File: config.mk
export PLATFORM = sky130hd
export DESIGN_NAME = mqst_frame_rx
export DESIGN_NICKNAME = d
export VERILOG_FILES = /design/src/rtl/mqst_pkg.sv /design/src/rtl/mqst_crc8_serial.sv /design/src/rtl/mqst_frame_rx.sv
export SDC_FILE = /design/constraint.sdc
export NUM_CORES = 1
export LEC_CHECK = 0
export BUFFER_PORTS_ARGS = -buffer_cell sky130_fd_sc_hd__clkbuf_2
export CORE_MARGIN = 3
export CORE_UTILIZATION = 58
export DETAILED_ROUTE_END_ITERATION = 12
export HOLD_SLACK_MARGIN = 0.06
export MAX_ROUTING_LAYER = met4
export PLACE_DENSITY_LB_ADDON = 0.25
export SETUP_SLACK_MARGIN = 0.3
export SLEW_MARGIN = 25
export SYNTH_ARGS = -nofsm -noshare
export SYNTH_HDL_FRONTEND = slang
export SYNTH_SLANG_ARGS = --single-unit
File: constraint.sdc
create_clock -name clk -period 4.2 [get_ports clk]
set_input_delay 1.05 -clock clk [delete_from_list [all_inputs] [get_ports clk]]
set_output_delay 1.05 -clock clk [all_outputs]
set_load 0.01 [all_outputs]
File: src/rtl/mqst_pkg.sv
// Shared definitions for the MQST frame receiver: FSM states, error codes and the CRC-8 step.
// Optional feature macro: MQST_CRC_EN (enables the trailing CRC-8 byte check).
package mqst_pkg;

    typedef enum logic [1:0] {
        ST_HUNT = 2'd0,
        ST_LEN  = 2'd1,
        ST_DATA = 2'd2,
        ST_CRC  = 2'd3
    } state_e;

    localparam logic [1:0] ERR_NONE = 2'd0;
    localparam logic [1:0] ERR_LEN  = 2'd1;
    localparam logic [1:0] ERR_CRC  = 2'd2;
    localparam logic [1:0] ERR_TMO  = 2'd3;

    localparam logic [7:0] CRC8_POLY = 8'h07;

    // One bit of a non-reflected CRC-8, MSB-first, no final XOR.
    function automatic logic [7:0] crc8Step(input logic [7:0] crc, input logic b);
        return {crc[6:0], 1'b0} ^ (((crc[7] ^ b) == 1'b1) ? CRC8_POLY : 8'h00);
    endfunction

endpackage

File: src/rtl/mqst_crc8_serial.sv
// Bit-serial CRC-8 (poly 0x07, init 0x00) for the MQST frame receiver.
// Only instantiated when MQST_CRC_EN is defined.
module mqst_crc8_serial
    import mqst_pkg::*;
(
    input  logic       clk,
    input  logic       rst,
    input  logic       clear,
    input  logic       bit_en,
    input  logic       bit_in,
    output logic [7:0] crc
);

    logic [7:0] crc_q;
    logic [7:0] crc_d;

    // Next CRC value: clear wins over a bit, otherwise fold in one bit per enable.
    always_comb begin
        crc_d = crc_q;
        if (clear) begin
            crc_d = 8'h00;
        end else if (bit_en) begin
            crc_d = crc8Step(crc_q, bit_in);
        end
    end

    // CRC register.
    always_ff @(posedge clk or posedge rst) begin
        if (rst) begin
            crc_q <= 8'h00;
        end else begin
            crc_q <= crc_d;
        end
    end

    assign crc = crc_q;

endmodule

File: src/rtl/mqst_frame_rx.sv
// MQST frame receiver: hunts a 16-bit sync word in the demodulated bit stream, then parses
// LEN, payload bytes and, when MQST_CRC_EN is defined, a trailing CRC-8 byte.
// Without MQST_CRC_EN the frame completes on the last payload byte.
module mqst_frame_rx
    import mqst_pkg::*;
#(
    parameter logic [15:0] SYNC_WORD = 16'hEB90,
    parameter logic [7:0]  MAX_LEN   = 8'd64,
    parameter int          TIMEOUT   = 64
) (
    input  logic        clk,
    input  logic        rst,
    input  logic        bit_in,
    input  logic        bit_in_valid,
    output logic [7:0]  byte_data,
    output logic        byte_valid,
    output logic        byte_sof,
    output logic        byte_eof,
    output logic        frame_done,
    output logic        frame_ok,
    output logic [1:0]  err_code,
    output logic [15:0] good_cnt,
    output logic [15:0] err_cnt
);

    localparam int IDLE_W = $clog2(TIMEOUT + 1);

    state_e              state_q;
    logic [15:0]         shreg_q;
    logic [2:0]          bitcnt_q;
    logic [7:0]          len_q;
    logic [7:0]          bytecnt_q;
    logic [IDLE_W-1:0]   idle_q;

    logic [7:0]          byte_data_q;
    logic                byte_valid_q;
    logic                byte_sof_q;
    logic                byte_eof_q;
    logic                frame_done_q;
    logic                frame_ok_q;
    logic [1:0]          err_code_q;
    logic [15:0]         good_cnt_q;
    logic [15:0]         err_cnt_q;

    logic [15:0]         shreg_d;
    logic [7:0]          rx_byte;
    logic                byte_end;
    logic                sync_hit;
    logic                timeout_hit;

    assign shreg_d     = {shreg_q[14:0], bit_in};
    assign rx_byte     = {shreg_q[6:0], bit_in};
    assign byte_end    = bit_in_valid && (bitcnt_q == 3'd7);
    assign sync_hit    = (state_q == ST_HUNT) && (shreg_q == SYNC_WORD);
    assign timeout_hit = (state_q != ST_HUNT) && !bit_in_valid &&
                         (idle_q == IDLE_W'(TIMEOUT - 1));

`ifdef MQST_CRC_EN
    logic [7:0] crc_val;
    logic       crc_clear;
    logic       crc_bit_en;

    // The LEN bit can land in the same cycle the sync is seen, so that case keeps the CRC live.
    assign crc_clear  = (state_q == ST_HUNT) && !sync_hit;
    assign crc_bit_en = bit_in_valid &&
                        (sync_hit || (state_q == ST_LEN) || (state_q == ST_DATA));

    mqst_crc8_serial u_crc (
        .clk    (clk),
        .rst    (rst),
        .clear  (crc_clear),
        .bit_en (crc_bit_en),
        .bit_in (bit_in),
        .crc    (crc_val)
    );
`endif

    // Frame FSM with registered strobes, bit/byte bookkeeping, idle timeout and statistics.
    always_ff @(posedge clk or posedge rst) begin
        if (rst) begin
            state_q      <= ST_HUNT;
            shreg_q      <= 16'h0000;
            bitcnt_q     <= 3'd0;
            len_q        <= 8'd0;
            bytecnt_q    <= 8'd0;
            idle_q       <= '0;
            byte_data_q  <= 8'd0;
            byte_valid_q <= 1'b0;
            byte_sof_q   <= 1'b0;
            byte_eof_q   <= 1'b0;
            frame_done_q <= 1'b0;
            frame_ok_q   <= 1'b0;
            err_code_q   <= ERR_NONE;
            good_cnt_q   <= 16'd0;
            err_cnt_q    <= 16'd0;
        end else begin
            byte_valid_q <= 1'b0;
            byte_sof_q   <= 1'b0;
            byte_eof_q   <= 1'b0;
            frame_done_q <= 1'b0;
            frame_ok_q   <= 1'b0;
            err_code_q   <= ERR_NONE;

            good_cnt_q <= good_cnt_q + 16'(frame_done_q & frame_ok_q);
            err_cnt_q  <= err_cnt_q + 16'(frame_done_q & ~frame_ok_q);

            if (bit_in_valid || (state_q == ST_HUNT)) begin
                idle_q <= '0;
            end else begin
                idle_q <= idle_q + IDLE_W'(1);
            end

            if (bit_in_valid) begin
                shreg_q  <= shreg_d;
                bitcnt_q <= bitcnt_q + 3'd1;
            end

            if (timeout_hit) begin
                frame_done_q <= 1'b1;
                err_code_q   <= ERR_TMO;
                state_q      <= ST_HUNT;
                shreg_q      <= 16'h0000;
                bitcnt_q     <= 3'd0;
            end else begin
                case (state_q)
                    ST_HUNT: begin
                        if (sync_hit) begin
                            state_q  <= ST_LEN;
                            bitcnt_q <= bit_in_valid ? 3'd1 : 3'd0;
                        end else begin
                            bitcnt_q <= 3'd0;
                        end
                    end
                    ST_LEN: begin
                        if (byte_end) begin
                            len_q     <= rx_byte;
                            bytecnt_q <= 8'd0;
                            if ((rx_byte == 8'd0) || (rx_byte > MAX_LEN)) begin
                                frame_done_q <= 1'b1;
                                err_code_q   <= ERR_LEN;
                                state_q      <= ST_HUNT;
                                shreg_q      <= 16'h0000;
                            end else begin
                                state_q <= ST_DATA;
                            end
                        end
                    end
                    ST_DATA: begin
                        if (byte_end) begin
                            byte_valid_q <= 1'b1;
                            byte_data_q  <= rx_byte;
                            byte_sof_q   <= (bytecnt_q == 8'd0);
                            bytecnt_q    <= bytecnt_q + 8'd1;
                            if (bytecnt_q == (len_q - 8'd1)) begin
                                byte_eof_q <= 1'b1;
`ifdef MQST_CRC_EN
                                state_q    <= ST_CRC;
`else
                                frame_done_q <= 1'b1;
                                frame_ok_q   <= 1'b1;
                                state_q      <= ST_HUNT;
                                shreg_q      <= 16'h0000;
`endif
                            end
                        end
                    end
`ifdef MQST_CRC_EN
                    ST_CRC: begin
                        if (byte_end) begin
                            frame_done_q <= 1'b1;
                            if (rx_byte == crc_val) begin
                                frame_ok_q <= 1'b1;
                                err_code_q <= ERR_NONE;
                            end else begin
                                frame_ok_q <= 1'b0;
                                err_code_q <= ERR_CRC;
                            end
                            state_q <= ST_HUNT;
                            shreg_q <= 16'h0000;
                        end
                    end
`endif
                    default: begin
                        state_q <= ST_HUNT;
                        shreg_q <= 16'h0000;
                    end
                endcase
            end
        end
    end

    assign byte_data  = byte_data_q;
    assign byte_valid = byte_valid_q;
    assign byte_sof   = byte_sof_q;
    assign byte_eof   = byte_eof_q;
    assign frame_done = frame_done_q;
    assign frame_ok   = frame_ok_q;
    assign err_code   = err_code_q;
    assign good_cnt   = good_cnt_q;
    assign err_cnt    = err_cnt_q;

endmodule

* After elaboration in Yosys (flattened, before gate mapping)
Index checks and enable logic that the tools add are counted.
** Operators by class
- Equal/unequal tests :: 12
- Add/subtract/negate cells :: 6
- Bitwise logic cells :: 4
- Reductions and logical operators :: 17
- Multiplexer cells :: 41
- Magnitude comparators :: 1
** Operators by type and width (count)
- two-way mux 16 bit :: 6
- one-hot mux 16 bit (3 select lines) :: 1
- two-way mux 1 bit :: 18
- adder 16 x 1 -> 16 bit :: 1
- adder 16 bit :: 1
- bitwise AND 1 x 16 -> 16 bit :: 1
- == test 16 bit (second input constant) :: 1
- logical NOT 8 bit :: 2
- two-way mux 8 bit :: 2
- inverter 1 -> 16 bit :: 1
- one-hot mux 8 bit (2 select lines) :: 1
- two-way mux 2 bit :: 7
- inequality test 3 bit (second input constant) :: 4
- two-way mux 3 bit :: 3
- adder 8 x 1 -> 8 bit (second input constant) :: 1
- == test 8 bit :: 1
- greater-than comparator 8 x 7 -> 1 bit (second input constant) :: 1
- AND reduction 4 bit :: 2
- subtractor 8 x 1 -> 8 bit (second input constant) :: 1
- adder 7 x 1 -> 7 bit (second input constant) :: 1
- == test 7 x 6 -> 1 bit (second input constant) :: 1
- two-way mux 7 bit :: 1
- one-hot mux 2 bit (3 select lines) :: 1
- AND reduction 3 bit :: 2
- other kinds (14) :: 20
** Storage, ports and cells
- Output and inout port bits :: 47
- Bits of input ports :: 4
- Bits in registers :: 90
- Logic and storage cells :: 95

* Longest topological paths before layout
Gate-level depths: netlist of run 1.
- Depth after elaboration :: 6
- Gate-level depth with buffers :: 11
- Depth with buffers taken out :: 9

* Worst setup path before layout of run 1
No wires, ideal clock.
- Path type :: input to register
- From :: in bit_in_valid
- To :: reg shreg_q[5]
- Setup time :: 0.119 ns
- Stages on the path :: 9
- Setup slack :: 1.223 ns
- Arrival time :: 2.859 ns
- Data required time :: 4.081 ns
- Path buffers :: 4
- Cell sequence :: clkbuf_1 or2_2 clkbuf_1 or4_1 buf_2 o2111a_1 a31oi_4 buf_6 nor2_1
** On the way
- Longest elaborated chain between the ends :: 5
- Elaborated cells on any way between the ends :: 11
- Those cells by class :: 7 x mux; 4 x reduce/logical
** RTL lines
- start: declaration :: RTL line mqst_frame_rx.sv:14 : input logic bit_in_valid,
- two-way mux 16 bit :: RTL line mqst_frame_rx.sv:113 : if (bit_in_valid) begin
- two-way mux 16 bit, on equally long branches :: RTL line mqst_frame_rx.sv:154, mqst_frame_rx.sv:138
- two-way mux 16 bit, on equally long branches :: RTL line mqst_frame_rx.sv:149, mqst_frame_rx.sv:135
- one-hot mux 16 bit (3 select lines) :: RTL line mqst_frame_rx.sv:125 : case (state_q)
- two-way mux 16 bit (*) :: RTL line mqst_frame_rx.sv:118 : if (timeout_hit) begin
- end signal: assignment :: RTL line mqst_frame_rx.sv:114 : shreg_q <= shreg_d;
- end: declaration :: RTL line mqst_frame_rx.sv:29 : logic [15:0] shreg_q;
Every way passes the cells marked *; elsewhere a longest branch is shown, timed or not.
A chain may end at the register's enable or synchronous reset.

* Final worst setup path of run 1
- From :: in bit_in_valid
- To :: reg shreg_q[0]
** On the way
- Elaborated cells on any way between the ends :: 11
- Those cells by class :: 7 x mux; 4 x reduce/logical
** RTL lines
- logical NOT 1 bit :: RTL line mqst_frame_rx.sv:55 : assign timeout_hit = (state_q != ST_HUNT) && !bit_in_valid &&
- logical AND 1 bit (2 in series) :: RTL line mqst_frame_rx.sv:55
- via timeout_hit :: RTL line mqst_frame_rx.sv:49 : logic timeout_hit;
- two-way mux 16 bit :: RTL line mqst_frame_rx.sv:118
The timed path passes the listed nets, and every way through them passes these cells.

==> impl_metrics.yaml, run 1 <==
power_and_ir_drop:
  p_int_uw: 1390
  p_leak_uw: 0.00247
  switching_share_pct: 29.0
  p_per_area_nw_per_um2: 414
  clkPwrFrac_pct: 32.9
  power_uw: 1960
  power_switching_uw: 569
  p_comb_share_pct: 15.1
  irDropWorstVdd_v: 0.000259
  p_seq_share_pct: 51.9
setup_path:
  start_kind: "input port"
  slowest_delay_ps: 660
  setup.worst_path.class: "input port to flip-flop"
  path_cells: "clkbuf_2 -> or2_2 -> or4_1 -> inv_1 -> nor2_1 -> a31oi_4 -> nor2_1"
  path_common_cell: "nor2_1"
  crit_fanout: 16
  worst-path-buf-inv: 2
  endpoint_kind: "flip-flop"
  worstPathArrival_ps: 3160
  rrSetupSlack_ps: 1450
  cp.required_ps: 4420
  path_delay_family: "simple AND/OR/NAND/NOR gates"
  cpMaxStageDelayCell: "or4_1"
global_routing:
  grtUsageTotal_pct: 20.4
  grt_overflow: 0
  met3_usage_pct: 4.75
  grtUsageMet1_pct: 26.4
  grt.busiest_layer: "met2"
  grt_pass1_vias: 2876
  grt_start_max_net_pins: 40
  grtUsageMet2_pct: 32.5
  antenna_found_initial: 0
  grt_pass1_wl_um: 13300
route:
  ant_nets: 0
  drt-pass1-iter-count: 4
  vias_per_cell: 5.34
  wire_per_inst_um: 14.3
  route.detailed.drc: 0
  routed_wl_um: 7650
  vias: 2857
  drtIter0Drc: 90
logic_synthesis:
  async_flop_share_pct: 100
  synth_nets: 398
  yosysSeqAreaShare_pct: 54.0
  yosys_warnings: 0
  synth_flop_cell: "dfrtp_1"
  synth_cells: 380
  ys_ff_latch: 90
  synth_edf_count: 0
  synthesis.area_um2: 4170
  postSynthAreaPerCell_um2: 11.0
  synthDistinctLibCells: 51
sta:
  hold_violations: 0
  slew_headroom_pct: 64.9
  period_minus_slack_ps: 2940
  fin_ws_ps: 1260
  rsz0062_at_grt: "false"
  setup-violations-final: 0
  finalMaxSlewViolations: 0
  max_clock_freq_mhz: 340
  fin_crit_sh_pct: 70.0
  setup_tns_ps: 0
  fin_worst_skew_ps: 13.1
  worst_pin_slew_ps: 519
placed_design:
  gp_congestion: 0.879
  place_ws_ps: 921
  hpwl_um: 5580
  portBuffers: 50
clock_network:
  cts_tree: "yes"
  cts_buffers: 9
  cts_buffer_depth: 2
  hold_buffers: 0
  cts_root_buf: "clkbuf_8"
  numClockSinks: 90
  insertion_delay_ps: 350
  path_clk_slew_ps: 100
  cts-resized-gates: 0
  h-tree-depth: 3
  cts_setup_buffers: 0
layout:
  layout_commonest_cell: "dfrtp_1"
  layout_common_cells: "dfrtp_1, clkbuf_2, nand2_1"
  final_nets: 452
  areaGrowthSynthToFinish_pct: 13.4
  insertedDiodeCount: 0
  drive_above_1_share_pct: 21.0
  utilization_pct: 68.9
die:
  die_w_um: 90.8
  core-area_um2: 6870
  io_pins: 51
  dieArea_um2: 8250
  initial_core_util_pct: 60.7
  placementRows: 30
  die-height_um: 90.8
min_path:
  hp-class: "flip-flop to flip-flop"
status:
  outcome: "finished, final reports clean"
job:
  cap_viol_max_count: 0
## layout make-up
class                           count  area [um^2]
Inverter                           13         50.0
Fill cell                         541         2140
Timing Repair Buffer               55          288
Multi-Input combinational cell    265         1800
Tap cell                           96          120
Sequential cell                    90         2250
Clock buffer                        9          124
Clock inverter                      7         98.8
## worst reg2reg max path: cells and delay by family (launching register included)
kind,cells,cell delay [ps]
simple gates,4,1240
compound gates,1,430
flops,1,400
fa+ha+maj,1,300
buf+inv,2,260
## power by group through the flow
| stage | Combinational (uW) | Sequential, uW | Clock [uW] |
|---|---|---|---|
| CTS | 302 | 1020 | 668 |
| global placement | 288 | 1030 | 0 |
| global route | 339 | 1030 | 704 |
| detailed placement | 300 | 1040 | 0 |
| floorplan | 253 | 1010 | 0 |
| finish | 297 | 1020 | 646 |
## Yosys cell counts (7+ instances only)
library cell / n / share of area [%]
and3_1: 9 / 1.3
dfrtp_1: 90 / 54
ha_1: 14 / 4.2
inv_1: 13 / 1.2
mux2_2: 8 / 2.2
mux2i_1: 19 / 4.6
nand2_1: 49 / 4.4
nand3_1: 19 / 2.3
nand4_1: 7 / 1.0
nor2_1: 41 / 3.7
xnor2_1: 28 / 5.9
xor2_1: 17 / 3.6
## kinds of logic after synthesis
logic type / Yosys count / share of synthesized area, %
AO/OA/AOI/OAI: 24 / 4.80
XOR/XNOR: 45 / 9.45
adder cells (fa/ha/maj): 14 / 4.20
buffers and inverters: 25 / 2.91
flip-flops: 90 / 54.0
multiplexers: 27 / 6.72
AND/OR/NAND/NOR: 155 / 17.9
## sequential cells by signal, indices dropped and copies added (netlist names)
register / count
err_cnt: 16
good_cnt: 16
shreg_q: 16
byte_data: 8
bytecnt_q: 8
len_q: 8
idle_q: 7
bitcnt_q: 3
err_code: 2
state_q: 2
byte_sof: 1
byte_valid: 1
frame_done: 1
frame_ok: 1
## final timing paths
| check | startpoint | end | depth (start not counted) |
|---|---|---|---|
| min | err_cnt[15]$_DFF_PP0_ | err_cnt[15]$_DFF_PP0_ | 1 |
| min reg2reg | err_cnt[15]$_DFF_PP0_ | err_cnt[15]$_DFF_PP0_ | 1 |
| max in group asynchronous | rst | len_q[3]$_DFFE_PP0P_ | 3 |
| max reg2reg | state_q[0]$_DFFE_PP0P_ | shreg_q[0]$_DFF_PP0_ | 8 |
| min in group asynchronous | rst | idle_q[2]$_DFF_PP0_ | 2 |
| max | bit_in_valid | shreg_q[0]$_DFF_PP0_ | 7 |
## metal layers
layer  part of all wire, %  wire length, um
met1                    48             3690
met2                    47             3580
met3                   4.4              337
met4                  0.52               40
met5                     0                0
## stage by stage
step                      cells  cell area, um^2  hold slack [ps]
after floorplan             380             4170              447
after detailed placement    519             4510              461
after global placement      519             4510              459
final                       535             4730              471
after global routing        535             4730              490
after CTS                   535             4730              479
No activity file was read; power rests on OpenSTA's default activity.
==> inputs of run 2 (changes only) <==
- ABC_AREA: default -> 1
- CORE_UTILIZATION: 58 -> 52
- clock period: 4.2 -> 2.6 ns (I/O delays scaled with it)
==> impl_metrics.yaml, run 2 <==
sta:
  fin_worst_skew_ps: 14.6
  slew_headroom_pct: 53.3
  worst_pin_slew_ps: 699
  hold_violations: 0
  period_minus_slack_ps: 2100
  rsz0062_at_grt: "false"
  fin_crit_sh_pct: 80.9
  max_clock_freq_mhz: 475
  finalMaxSlewViolations: 0
  setup_tns_ps: 0
  setup-violations-final: 0
power_and_ir_drop:
  p_comb_share_pct: 20.3
  switching_share_pct: 33.8
  power_switching_uw: 1100
  p_int_uw: 2150
  irDropWorstVdd_v: 0.000428
  clkPwrFrac_pct: 28.2
  p_seq_share_pct: 51.5
  p_leak_uw: 0.00246
  p_per_area_nw_per_um2: 659
logic_synthesis:
  yosysMostFrequentCell: "dfrtp_1"
  async_flop_share_pct: 100
  yosys.area_share.simple_pct: 19.6
  synth_top_area_share_pct: 51.9
  synthesis.area_um2: 4340
  synth_edf_count: 0
  yosysSeqAreaShare_pct: 51.9
  postSynthAreaPerCell_um2: 9.12
  synth_cells: 476
  synth_flop_cell: "dfrtp_1"
  synth_largest_area_cell: "dfrtp_1"
  synth_xor_area_share_pct: 6.86
  synth_nets: 494
  synth.top_cells.by_count: "dfrtp_1, nand2_1, inv_1"
  synth_mux_area_share_pct: 0
  synth_compound_area_share_pct: 10.3
  synth_top_family_by_area: "simple AND/OR/NAND/NOR gates"
  yosys_warnings: 0
  synthDistinctLibCells: 33
  synth_fa_ha_area_share_pct: 4.03
  ys_ff_latch: 90
  netlist_top_cells_area: "dfrtp_1, nand2_1, inv_1"
route:
  route.detailed.drc: 0
  drtIter0Drc: 138
  ant_nets: 0
  wire_per_inst_um: 13.9
  routed_wl_um: 8920
  vias_per_cell: 5.37
  drt-pass1-iter-count: 4
  vias: 3435
global_routing:
  grt_pass1_vias: 3382
  grtUsageTotal_pct: 20.1
  grt_overflow: 0
  grt_start_max_net_pins: 37
  grt_pass1_wl_um: 15300
  antenna_found_initial: 0
setup_path:
  start_kind: "flip-flop"
  endpoint_kind: "flip-flop"
  setup.worst_path.class: "flip-flop to flip-flop"
  worstPathArrival_ps: 2360
  rrSetupSlack_ps: 500
  worstSetupStartpoint: "len_q[0]$_DFFE_PP0P_"
  cp.required_ps: 2850
  crit_fanout: 16
  r2r-start: "len_q[0]$_DFFE_PP0P_"
layout:
  fill_cells: 681
  seq_area_um2: 2250
  drive_above_1_share_pct: 17.8
  multi_input_area_um2: 1780
  final_nets: 551
  areaGrowthSynthToFinish_pct: 13.4
  final_area_um2: 4930
  insertedDiodeCount: 0
  layout_common_cells: "dfrtp_1, nand2_1, inv_1"
  layout_commonest_cell: "dfrtp_1"
clock_network:
  cts_buffer_depth: 2
  cts_buffers: 9
  insertion_delay_ps: 370
  cts_root_buf: "clkbuf_8"
  numClockSinks: 90
  cts_tree: "yes"
  h-tree-depth: 3
  path_clk_slew_ps: 110
die:
  initial_core_util_pct: 54.8
  die_w_um: 97.4
  dieArea_um2: 9480
  placementRows: 32
  io_pins: 51
  die-height_um: 97.4
  core-area_um2: 7930
placed_design:
  dpl-instance-area_um2: 4730
  gp_congestion: 0.920
  portBuffers: 50
  hpwl_um: 6650
status:
  outcome: "finished, final reports clean"
job:
  cap_viol_max_count: 0
min_path:
  hp-class: "input port to asynchronous set/reset pin"
run 2: cell types whose count changed after synthesis, moves of 17 or more:
cell      previous run  this run
inv_1               13        66
nand2_1             49        79
a21oi_1              4        27
o21ai_0              5        27
mux2i_1             19         0
xnor2_1             28        10
o211ai_1             1        18
run 2: per-stage QoR:
step	power [uW]	hold WS (ps)	setup WS, ps	instances	util [%]
after floorplan	2170	432	636	476	-
after global placement	2320	446	511	624	59.6
after detailed placement	2340	464	489	624	59.6
after CTS	3270	357	470	640	62.1
after global routing	3450	375	299	640	62.1
final	3240	346	496	640	62.1
run 2: final timing paths:
kind                            cells past startpoint                endpoint
worst max register to register                     12    shreg_q[1]$_DFF_PP0_
min in group clk                                    1     idle_q[0]$_DFF_PP0_
max in group asynchronous                           3    err_cnt[7]$_DFF_PP0_
worst min-delay path                                2  good_cnt[11]$_DFF_PP0_
worst min register to register                      1     idle_q[0]$_DFF_PP0_
worst max-delay path                               12    shreg_q[1]$_DFF_PP0_
run 2: layout make-up:
type,instances,share of cell area [%]
clock buffers,9,2.51
clock inverters,7,1.42
inverters,70,5.44
multi-input cells,306,36.1
flip-flops and latches,90,45.7
well taps,102,2.59
repair buffers,56,6.25
run 2: what timing repair did:
action,in CTS,in global routing
endpoints found under the setup margin,0,2
resized for setup,0,1
setup buffers,0,0
hold buffers,0,0
run 2: per-layer routing:
metal	vias up	share of wire, %	GRT usage [%]
met4	0	1.5	7.45
met3	14	4.3	4.09
li1	1671	-	-
met2	81	51	33.7
met5	-	0	-
met1	1669	43	24.1
run 2: power by group through the flow:
stage          clock network (uW)  registers (uW)  logic, uW
2_1_floorplan                   0            1660        514
6_report                      916            1670        657
3_3_place_gp                    0            1690        632
3_5_place_dp                    0            1700        649
5_1_grt                      1000            1690        757
4_1_cts                       945            1670        658
run 2: logic make-up after synthesis:
group	Yosys count
buf+inv	80
fa+ha+maj	14
simple gates	180
flops	90
compound gates	78
xor+xnor	34
run 2: critical path: stages, from the launching register on:
cell     delay (ps)
dfrtp_1         440
inv_1           190
ha_1            270
nand3_2         140
nor2_1          120
nand2_1          60
nand2_1          60
nand2_1          60
nor2_2          120
nand2_1         110
o21ai_2         120
buf_4           220
a21oi_1          90
==> inputs of run 3 (changes only) <==
- CORE_UTILIZATION: 52 -> 58
- clock period: 2.6 -> 2.2 ns (I/O delays scaled with it)
==> impl_metrics.yaml, run 3 (synthesized netlist as in run 2, its figures left out) <==
status:
  outcome: "finished, final reports clean"
layout:
  areaGrowthSynthToFinish_pct: 26.5
  final_area_um2: 5500
  fill_cells: 435
  utilization_pct: 78.3
  insertedDiodeCount: 0
  drive_above_1_share_pct: 28.5
  final_nets: 583
  layout_common_cells: "dfrtp_1, nand2_1, inv_1"
  layout_commonest_cell: "dfrtp_1"
global_routing:
  grtUsageTotal_pct: 22.7
  grt_pass1_wl_um: 15300
  grt_start_max_net_pins: 91
  antenna_found_initial: 0
  grt_pass1_vias: 3378
  grt_overflow: 0
sta:
  max_clock_freq_mhz: 503
  hold_violations: 0
  rsz0062_at_grt: "true"
  worst_pin_slew_ps: 470
  slew_headroom_pct: 68.6
  setup_tns_ps: 0
  fin_worst_skew_ps: 9.79
  setup-violations-final: 0
  period_minus_slack_ps: 1990
  finalMaxSlewViolations: 0
  fin_crit_sh_pct: 90.3
  fin_hold_ws_ps: 294
job:
  cap_viol_max_count: 0
setup_path:
  slowest_delay_ps: 400
  path_cells: "nor2_1 -> ha_2 -> ha_4 -> nand3_4 -> nor2_4 -> nand2_2 -> nor3_4 -> nand3_2 -> nor2_2 -> nand2_1 -> xnor2_1"
  rrSetupSlack_ps: 210
  reg2reg_depth: 11
  endpoint_kind: "flip-flop"
  cp.required_ps: 2440
  setup.worst_path.class: "flip-flop to flip-flop"
  worstSetupStartpoint: "frame_ok$_DFF_PP0_"
  r2r-start: "frame_ok$_DFF_PP0_"
  worstPathArrival_ps: 2230
  rr_endpoint: "err_cnt[14]$_DFF_PP0_"
  cpMaxStageDelayCell: "dfrtp_1"
  start_kind: "flip-flop"
  crit_fanout: 3
  crit_end: "err_cnt[14]$_DFF_PP0_"
route:
  drt-pass1-iter-count: 5
  route.detailed.drc: 0
  wire_per_inst_um: 15.6
  routed_wl_um: 10400
  ant_nets: 0
  vias: 3634
  vias_per_cell: 5.46
  drtIter0Drc: 187
clock_network:
  hold_buffers: 0
  cts_tree: "yes"
  numClockSinks: 90
  insertion_delay_ps: 360
  cts_buffer_depth: 2
  cts_root_buf: "clkbuf_8"
  h-tree-depth: 3
  path_clk_slew_ps: 90
  cts_buffers: 9
placed_design:
  gp_congestion: 0.910
  portBuffers: 50
  dpl-instance-area_um2: 4750
  hpwl_um: 6230
die:
  placementRows: 30
  dieArea_um2: 8560
  die_w_um: 92.5
  io_pins: 51
  die-height_um: 92.5
  core-area_um2: 7020
  initial_core_util_pct: 61.9
power_and_ir_drop:
  power_uw: 4130
  p_leak_uw: 0.00270
  irDropWorstVdd_v: 0.000541
  p_per_area_nw_per_um2: 752
min_path:
  hp-class: "input port to asynchronous set/reset pin"
[run 3: layer usage]
metal  global-route usage (%)  part of all wire (%)  up-vias
li1                         -                     -     1733
met5                        -                     0        -
met3                     4.87                   4.7       26
met4                     6.06                   2.3        0
met2                     38.1                    52      101
met1                     28.0                    41     1774
[run 3: report_power, final]
part / internal, uW / switching (uW) / leakage [uW]
registers: 1820 / 151 / 0.00118
logic: 395 / 573 / 0.00141
clock network: 617 / 571 / 0.000109
total: 2840 / 1290 / 0.00270
[run 3: what timing repair did]
| action | in CTS | in global routing |
|---|---|---|
| buffers inserted | 10 | 19 |
| pin swaps | 14 | 30 |
| resized for setup | 17 | 45 |
| setup endpoints to repair | 24 | 36 |
| gates cloned | 0 | 1 |
[run 3: cell type report]
cell class                      count  area (um^2)  area share [%]
Timing Repair Buffer               88          582            10.6
Tap cell                           96          120            2.19
Clock buffer                       12          165            3.01
Multi-Input combinational cell    306         2060            37.4
Clock inverter                      3         47.5           0.865
Sequential cell                    90         2250            41.0
Inverter                           70          272            4.94
[run 3: worst min-delay path by stage]
stage	slack [ps]	cells past startpoint	start	end
2_1_floorplan	430	1	idle_q[0]$_DFF_PP0_	idle_q[0]$_DFF_PP0_
3_3_place_gp	450	1	idle_q[0]$_DFF_PP0_	idle_q[0]$_DFF_PP0_
3_5_place_dp	460	1	idle_q[0]$_DFF_PP0_	idle_q[0]$_DFF_PP0_
4_1_cts	330	3	rst	byte_data[2]$_DFFE_PP0P_
5_1_grt	350	3	rst	good_cnt[12]$_DFF_PP0_
6_report	290	3	rst	byte_data[6]$_DFFE_PP0P_
[run 3: critical path, delay by kind of cell, from the launching register on]
| kind | cells | cell delay, ps |
|---|---|---|
| xor gates and xnor gates | 1 | 130 |
| and+or+nand+nor | 8 | 950 |
| adders and majority gates | 2 | 400 |
| DFF | 1 | 400 |
[run 3: through the flow]
stage | cells | worst slack, ps
floorplan | 476 | 316
detailed placement | 620 | 154
global route | 665 | 125
finish | 665 | 213
global placement | 620 | 285
CTS | 645 | 271
